`src/rtl/wb_clint.sv`:
```
// wb_clint: pipelined Wishbone slave exposing MSIP and mirroring core mtime/mtimecmp,
// with byte-lane write merge, write-back strobes and same-register forwarding.
module wb_clint #(
    parameter logic [63:0] BASE_ADDR = 64'h0200_0000,
    parameter logic [15:0] MSIP_OFF  = 16'h0000,
    parameter logic [15:0] MTCMP_OFF = 16'h4000,
    parameter logic [15:0] MTIME_OFF = 16'hBFF8
) (
    input  logic        i_clk,
    input  logic        i_reset,
    input  logic [63:0] i_wb_adr,
    input  logic [63:0] i_wb_dat,
    output logic [63:0] o_wb_dat,
    input  logic        i_wb_we,
    input  logic [7:0]  i_wb_sel,
    input  logic        i_wb_stb,
    input  logic        i_wb_cyc,
    output logic        o_wb_ack,
    output logic        o_wb_stall,
    input  logic [63:0] i_cpu_mtime,
    input  logic [63:0] i_cpu_mtimecmp,
    output logic [63:0] o_mtime,
    output logic [63:0] o_mtimecmp,
    output logic        o_mtime_we,
    output logic        o_mtimecmp_we,
    output logic        o_msip
);
    typedef enum logic {IDLE, RESP} state_t;
    state_t state_q, state_d;
    logic [63:3] adr_q;
    logic [63:0] dat_q, mtime_q, mtcmp_q, mask, old_mt, old_cmp, rdata;
    logic [7:0]  sel_q;
    logic we_q, msip_q, mt_pulse_q, cmp_pulse_q, fwd_mt_q, fwd_cmp_q;
    logic accept, resp, hit, is_msip, is_mt, is_cmp;

    assign accept  = i_wb_cyc & i_wb_stb & (state_q == IDLE);
    assign resp    = (state_q == RESP) & i_wb_cyc & ~i_reset;
    assign hit     = adr_q[63:16] == BASE_ADDR[63:16];
    assign is_msip = hit & (adr_q[15:3] == MSIP_OFF[15:3]);
    assign is_cmp  = hit & (adr_q[15:3] == MTCMP_OFF[15:3]);
    assign is_mt   = hit & (adr_q[15:3] == MTIME_OFF[15:3]);
    // The core only reflects a write one cycle after the strobe, so a request
    // accepted right then must see the value we just drove, not i_cpu_*.
    assign old_mt  = fwd_mt_q ? mtime_q : i_cpu_mtime;
    assign old_cmp = fwd_cmp_q ? mtcmp_q : i_cpu_mtimecmp;
    assign o_msip  = msip_q;

    always_comb begin
        mask = '0;
        for (int b = 0; b < 8; b++) mask[b*8 +: 8] = {8{sel_q[b]}};
    end

    always_comb begin
        state_d       = (state_q == IDLE && accept) ? RESP : IDLE;
        o_wb_stall    = state_q == RESP;
        o_wb_ack      = resp;
        o_mtime_we    = resp & we_q & is_mt & (|sel_q);
        o_mtimecmp_we = resp & we_q & is_cmp & (|sel_q);
        o_mtime       = o_mtime_we ? ((old_mt & ~mask) | (dat_q & mask)) : mtime_q;
        o_mtimecmp    = o_mtimecmp_we ? ((old_cmp & ~mask) | (dat_q & mask)) : mtcmp_q;
        rdata         = is_mt ? old_mt : is_cmp ? old_cmp : is_msip ? {63'b0, msip_q} : 64'b0;
        o_wb_dat      = (resp & ~we_q) ? rdata : 64'b0;
    end

    always_ff @(posedge i_clk) begin
        if (i_reset) begin
            state_q     <= IDLE;
            adr_q       <= '0;
            dat_q       <= '0;
            sel_q       <= '0;
            we_q        <= 1'b0;
            mtime_q     <= '0;
            mtcmp_q     <= '0;
            msip_q      <= 1'b0;
            mt_pulse_q  <= 1'b0;
            cmp_pulse_q <= 1'b0;
            fwd_mt_q    <= 1'b0;
            fwd_cmp_q   <= 1'b0;
        end else begin
            state_q     <= state_d;
            mtime_q     <= o_mtime;
            mtcmp_q     <= o_mtimecmp;
            mt_pulse_q  <= o_mtime_we;
            cmp_pulse_q <= o_mtimecmp_we;
            if (accept) begin
                adr_q     <= i_wb_adr[63:3];
                dat_q     <= i_wb_dat;
                sel_q     <= i_wb_sel;
                we_q      <= i_wb_we;
                fwd_mt_q  <= mt_pulse_q;
                fwd_cmp_q <= cmp_pulse_q;
            end
            if (resp & we_q & is_msip & sel_q[0]) msip_q <= dat_q[0];
        end
    end
endmodule
```
`config.mk`:
```
export PLATFORM = sky130hd
export DESIGN_NAME = wb_clint
export DESIGN_NICKNAME = d
export VERILOG_FILES = /design/src/rtl/wb_clint.sv
export SDC_FILE = /design/constraint.sdc
export NUM_CORES = 1
export LEC_CHECK = 0
export BUFFER_PORTS_ARGS = -buffer_cell sky130_fd_sc_hd__buf_2
export CAP_MARGIN = 40
export CORE_AREA = 5 5 177 179
export CTS_BUF_LIST = sky130_fd_sc_hd__clkbuf_4
export DETAILED_ROUTE_END_ITERATION = 7
export DIE_AREA = 0 0 182 184
export GPL_TIMING_DRIVEN = 0
export PLACE_DENSITY = 0.76
export SETUP_SLACK_MARGIN = 0.15
export SLEW_MARGIN = 10
export SYNTH_ARGS = -nofsm -noshare
export SYNTH_HDL_FRONTEND = slang
export SYNTH_SLANG_ARGS = --single-unit
export TNS_END_PERCENT = 1
```
`constraint.sdc`:
```
create_clock -name i_clk -period 5.1 [get_ports i_clk]
set_input_delay 0.255 -clock i_clk [delete_from_list [all_inputs] [get_ports i_clk]]
set_output_delay 0.255 -clock i_clk [all_outputs]
set_load 0.02 [all_outputs]
```
==> Word level (Yosys, flattened, before mapping) <==
Cells that the tools add are included.
Widths: inputs -> output; s select.
{ "word_totals": {"register_bits": 268, "output_inout_bits": 197, "rom_bits": 0, "n_memories": 0, "latchBits": 0, "mem_bits_rw": 0, "wordCells": 51, "input_bits": 269} }
{ "op_classes": {"magnitude_cmp": 0, "mux": 9, "n_div": 0, "n_mul": 0, "n_reduce_logical": 3, "add_sub_neg": 0, "bitwise_logic": 24, "shifts": 0, "n_eq_ne": 3} }
{ "op_table": {"columns": ["operator", "n"], "rows": [
  ["$mux 64", 7],
  ["$and 64x64->64", 3],
  ["$or 64x64->64", 2],
  ["$not 64->64", 1],
  ["$eq 48x10->1 const B", 1],
  ["$and 1x1->1", 15],
  ["$eq 13x12->1 const B", 1],
  ["$eq 13x13->1 const B", 1],
  ["$logic_not 13->1", 1],
  ["$reduce_or 8->1", 1],
  ["$not 1->1", 3],
  ["$mux 1", 2],
  ["$logic_and 1x1->1", 1]
]} }

==> Depth between registers and ports, before layout <==
{ "depth": {"ltp_word": 6, "depth_mapped": 9, "depth_no_buf": 5} }

==> Worst setup path before layout <==
Ideal clock, no wire load.
{ "synth_timing": {"path_kind": "register to output", "start": "register state_q, in the netlist o_wb_stall", "end": "output port o_mtimecmp[57]", "arrival_time_ns": 2.187, "setup_slack_ns": 2.658, "path_stages_with_launch": 8, "required_ns": 4.845, "n_path_buf": 2, "cell_sequence": "dfxtp_1 > and3b_1 > nand4_1 > or4_1 > buf_2 > clkbuf_1 > o21ai_0 > nand2_1"} }
{ "synth_between": {"elab_chain_len": 6} }
{ "synth_rtl": {"columns": ["element", "line_no", "text"], "rows": [
  ["from (decl)", "29", "state_t state_q, state_d;"],
  ["from (signal assigned)", "80", "state_q <= state_d;"],
  ["$and 1x1->1 (2 in a row)", "37", "assign resp = (state_q == RESP) & i_wb_cyc & ~i_reset;"],
  ["via o_wb_ack", "18", "output logic o_wb_ack,"],
  ["$and 1x1->1 (3 in a row)", "58", "o_mtimecmp_we = resp & we_q & is_cmp & (|sel_q);"],
  ["$mux 64", "60", "o_mtimecmp = o_mtimecmp_we ? ((old_cmp & ~mask) | (dat_q & mask)) : mtcmp_q;"],
  ["to (decl)", "23", "output logic [63:0] o_mtimecmp,"]
]} }
The timed path passes the listed nets, and every way through them passes these cells.

==> Worst setup path after layout <==
{ "layout_timing": {"start": "register adr_q[18] (netlist bit)", "end": "output port o_wb_dat[56]"} }
{ "layout_between": {"elab_chain_len": 5, "word_cells_on_any_way": 6, "cone_classes": "eq/ne (1); mux (3); bitwise (2)"} }
{ "layout_rtl": {"columns": ["element", "line_no", "text"], "rows": [
  ["from (decl)", "30", "logic [63:3] adr_q;"],
  ["from (signal assigned)", "86", "adr_q <= i_wb_adr[63:3];"],
  ["$eq 48x10->1 (*)", "38", "assign hit = adr_q[63:16] == BASE_ADDR[63:16];"],
  ["$and 1x1->1", "40", "assign is_cmp = hit & (adr_q[15:3] == MTCMP_OFF[15:3]);"],
  ["$mux 64", "61", "rdata = is_mt ? old_mt : is_cmp ? old_cmp : is_msip ? {63'b0, msip_q} : 64'b0;"],
  ["$mux 64 (*)", "61", null],
  ["$mux 64 (*)", "62", "o_wb_dat = (resp & ~we_q) ? rdata : 64'b0;"],
  ["to (decl)", "13", "output logic [63:0] o_wb_dat,"]
]} }
Mark *: on every way between the ends. The rest lies on a longest branch, timed or not.

==> qor.tcl <==
set qor(drtIter0Drc) 1412
set qor(worst_pin_slew_ps) 903.3
set qor(post-route-period-util_pct) 85.01
set qor(tritoncts_clock_tree) {built}
set qor(initial_core_util_pct) 47.38
set qor(worst_path_most_repeated_cell) {sky130_fd_sc_hd__nor4_1}
set qor(area_growth_syn_to_layout_pct) 37.11
set qor(ctsHtreeMaxLevel) 3
set qor(worstPathMaxFanout) 10
set qor(worst_path_max_delay_cell) {sky130_fd_sc_hd__nand3_1}
set qor(detailed_place_hpwl_mm) 43.99
set qor(cp_slowest_stage_delay_ps) 670
set qor(synth.net_count) 2004
set qor(worst-r2r-setup-slack_ps) 2360
set qor(top_level_ports) 466
set qor(yosys-top-cells-area) {sky130_fd_sc_hd__dfxtp_1, sky130_fd_sc_hd__a21oi_1, sky130_fd_sc_hd__nand2_1}
set qor(pwr_density_cell_mw_per_mm2) 251.0
set qor(cts_root_buffer) {sky130_fd_sc_hd__clkbuf_4}
set qor(core_mm2) 0.02940
set qor(drive_above_1_share_pct) 29.95
set qor(synth_cell_type_count) 36
set qor(first_global_vias) 16374
set qor(post_syn_instances) 1735
set qor(overall_power_consumption_mw) 4.794
set qor(clock_skew_ps) 34.77
set qor(drv_slew) 0
set qor(vias_per_cell) 5.749
set qor(synth-warning-count) 0
set qor(final_nets) 2681
set qor(tritoncts.num_buffers) 75
set qor(grt_antenna_before_repair) 13
set qor(maximum_number_of_pins_on_one_net_before_global_route_repair) 13
set qor(setup.worst_path.class) {flop to output port}
set qor(max-vdd-ir-drop_mv) 0.2426
set qor(routed_wire_length_per_instance_um) 21.22
set qor(share_of_flip_flops_with_an_asynchronous_set_or_reset_after_synthesis_pct) 0
set qor(whs_path_depth) 4
set qor(layout_setup_ws_ps) 764.6
set qor(yosys_most_used_dff) {sky130_fd_sc_hd__dfxtp_1}
set qor(final_antenna_net_count) 0
set qor(synth_enable_flop_cells) 0
set qor(synth_top_area_share_pct) 38.51
set qor(postSynthRegisterBits) 268
set qor(global_route.overflow_total) 0
set qor(max-clock-path-buffers) 3
set qor(syn-cell-area_mm2) 0.01393
set qor(dp_worst_setup_slack_ps) 1589
set qor(setup_tns_ps) 0
set qor(clk-insertion-delay-late_ps) 720
set qor(globalplace.congestion) 0.9527
set qor(buffer_ports.inserted) 462
set qor(wirelength_mm) 60.72
set qor(p_leak_nw) 8.568
set qor(timing.max_cap.violations) 0
set qor(finalHoldViolations) 0
set qor(die_w_um) 182
set qor(most_frequent_standard_cell_in_the_layout_excluding_fill_and_tap_cells) {sky130_fd_sc_hd__buf_2}
set qor(cp_data_required_time_ps) 4850
set qor(route.vias.total) 16449
set qor(worstRegToRegCells) 7
set qor(mostFrequentLayoutCells) {sky130_fd_sc_hd__buf_2, sky130_fd_sc_hd__nand2_1, sky130_fd_sc_hd__a21oi_1, sky130_fd_sc_hd__dfxtp_1, sky130_fd_sc_hd__dlygate4sd3_1}
set qor(synthDominantAreaCellType) {sky130_fd_sc_hd__dfxtp_1}
set qor(post-route-min-period_ps) 4335
set qor(critical_path_cell_count) 7
set qor(die_area_mm2) 0.03349
set qor(slew_headroom_pct) 39.78
set qor(synth_seq_area_share_pct) 38.51
set qor(postCtsSetupRepairBufs) 0
set qor(syn_area_per_cell_um2) 8.030
set qor(timing.critical_path.to_type) {output port}
set qor(cts_num_sinks) 268
set qor(setup-violations-final) 0
set qor(clk_pin_slew_worst_paths_ps) 70
set qor(hold_path_class) {input pin to flop}
set qor(cp_data_arrival_time_ps) 4080
set qor(worst-path-buf-inv) 2
set qor(crit_chain) {nor4_1 > nand4_1 > nor4_1 > nand3_1 > clkbuf_1 > o22ai_1 > buf_2}
set qor(timing.fmax_mhz) 230.7
set qor(grt_first_pass_wirelength_mm) 90.76
set qor(die_height_um) 184
set qor(grt_usage_pct) 34.08
set qor(post-route-drc-count) 0
set qor(status) {complete, no violations}
set qor(setup_repair_after_global_routing_missed_its_margin) {no}
set qor(critical-path-top-delay-family) {simple AND/OR/NAND/NOR gates}
set qor(worst_setup_path_start_kind) {flop}
set qor(placement_rows) 63
set qor(drtPass1Iterations) 6
## worst reg2reg max path, stage by stage, from the launching register on
cell and delay [ps]:
sky130_fd_sc_hd__dfxtp_1 320, sky130_fd_sc_hd__nor4_1 370, sky130_fd_sc_hd__nand4_1 300, sky130_fd_sc_hd__nor4_1 550, sky130_fd_sc_hd__buf_2 450, sky130_fd_sc_hd__buf_2 310, sky130_fd_sc_hd__nand3_1 150, sky130_fd_sc_hd__a21oi_1 190
## state kept, by name, summed over array words and instances (netlist names)
signal,flops
mt_pulse_q,1
sel_q,8
cmp_pulse_q,1
fwd_mt_q,1
o_msip,1
we_q,1
o_wb_stall,1
fwd_cmp_q,1
mtcmp_q,64
dat_q,64
adr_q,61
mtime_q,64
## synthesized netlist by cell type, drive strengths merged (2+ instances only)
| library cell | count |
|---|---|
| nor4 | 17 |
| nor3 | 2 |
| nand4 | 12 |
| mux2i | 126 |
| buf | 36 |
| dfxtp | 268 |
| inv | 9 |
| o22ai | 63 |
| nor2 | 77 |
| clkbuf | 115 |
| a21oi | 268 |
| o21ai | 70 |
| mux2 | 120 |
| nand3 | 65 |
| a211oi | 60 |
| nand2b | 2 |
| or4 | 3 |
| nand4b | 5 |
| nand2 | 348 |
| nor2b | 60 |
## layout make-up
type	count	area, um^2
plain buffers	151	624.3
multi-input cells	1307	7911
fillers	2523	10300
clock inverters	19	148.9
repair buffers	600	3702
diodes	10	25.02
clock buffers	107	803.3
flip-flops and latches	268	5365
inverters	9	33.78
well taps	390	488.0
## where the power goes
part / switching (mW) / internal, mW / total [mW]
Combinational: 0.329 / 0.253 / 0.582
Sequential: 0.0314 / 2.14 / 2.17
Clock: 0.969 / 1.07 / 2.04
Total: 1.33 / 3.46 / 4.79
## per-layer routing
layer,vias to the layer above,part of all wire (%),track usage (%)
met5,-,0.035,0
met4,4,5.0,17.32
met3,208,9.1,8.152
met2,965,48,57.56
met1,7744,38,40.57
li1,7528,-,-
## repair_timing
item,CTS,global route
gates resized for setup,0,0
hold endpoints to repair,134,0
hold buffers,134,0
## through the flow
step                cell area [um^2]  std cells  hold slack, ps  utilization [%]
floorplan                      13930       1735           391.0                -
global placement               16730       2587           432.0            56.91
detailed placement             16780       2591           436.3            57.08
CTS                            19080       2851           39.06            64.88
global route                   19100       2861           75.03            64.97
finish                         19100       2861           65.09            64.97
## worst paths after layout
check | from | endpoint
setup / recovery | adr_q[18] | o_wb_dat[56]
hold / removal | i_cpu_mtime[59] | mtime_q[59]
setup reg to reg | adr_q[18] | mtcmp_q[25]
hold reg to reg | cmp_pulse_q | fwd_cmp_q
## cell families after synthesis
logic type	synth area share, %
AO/OA/AOI/OAI	18.37
flip-flops	38.51
AND/OR/NAND/NOR	19.10
buffers and inverters	4.724
multiplexers	19.29
No activity file was read; power rests on OpenSTA's default activity.
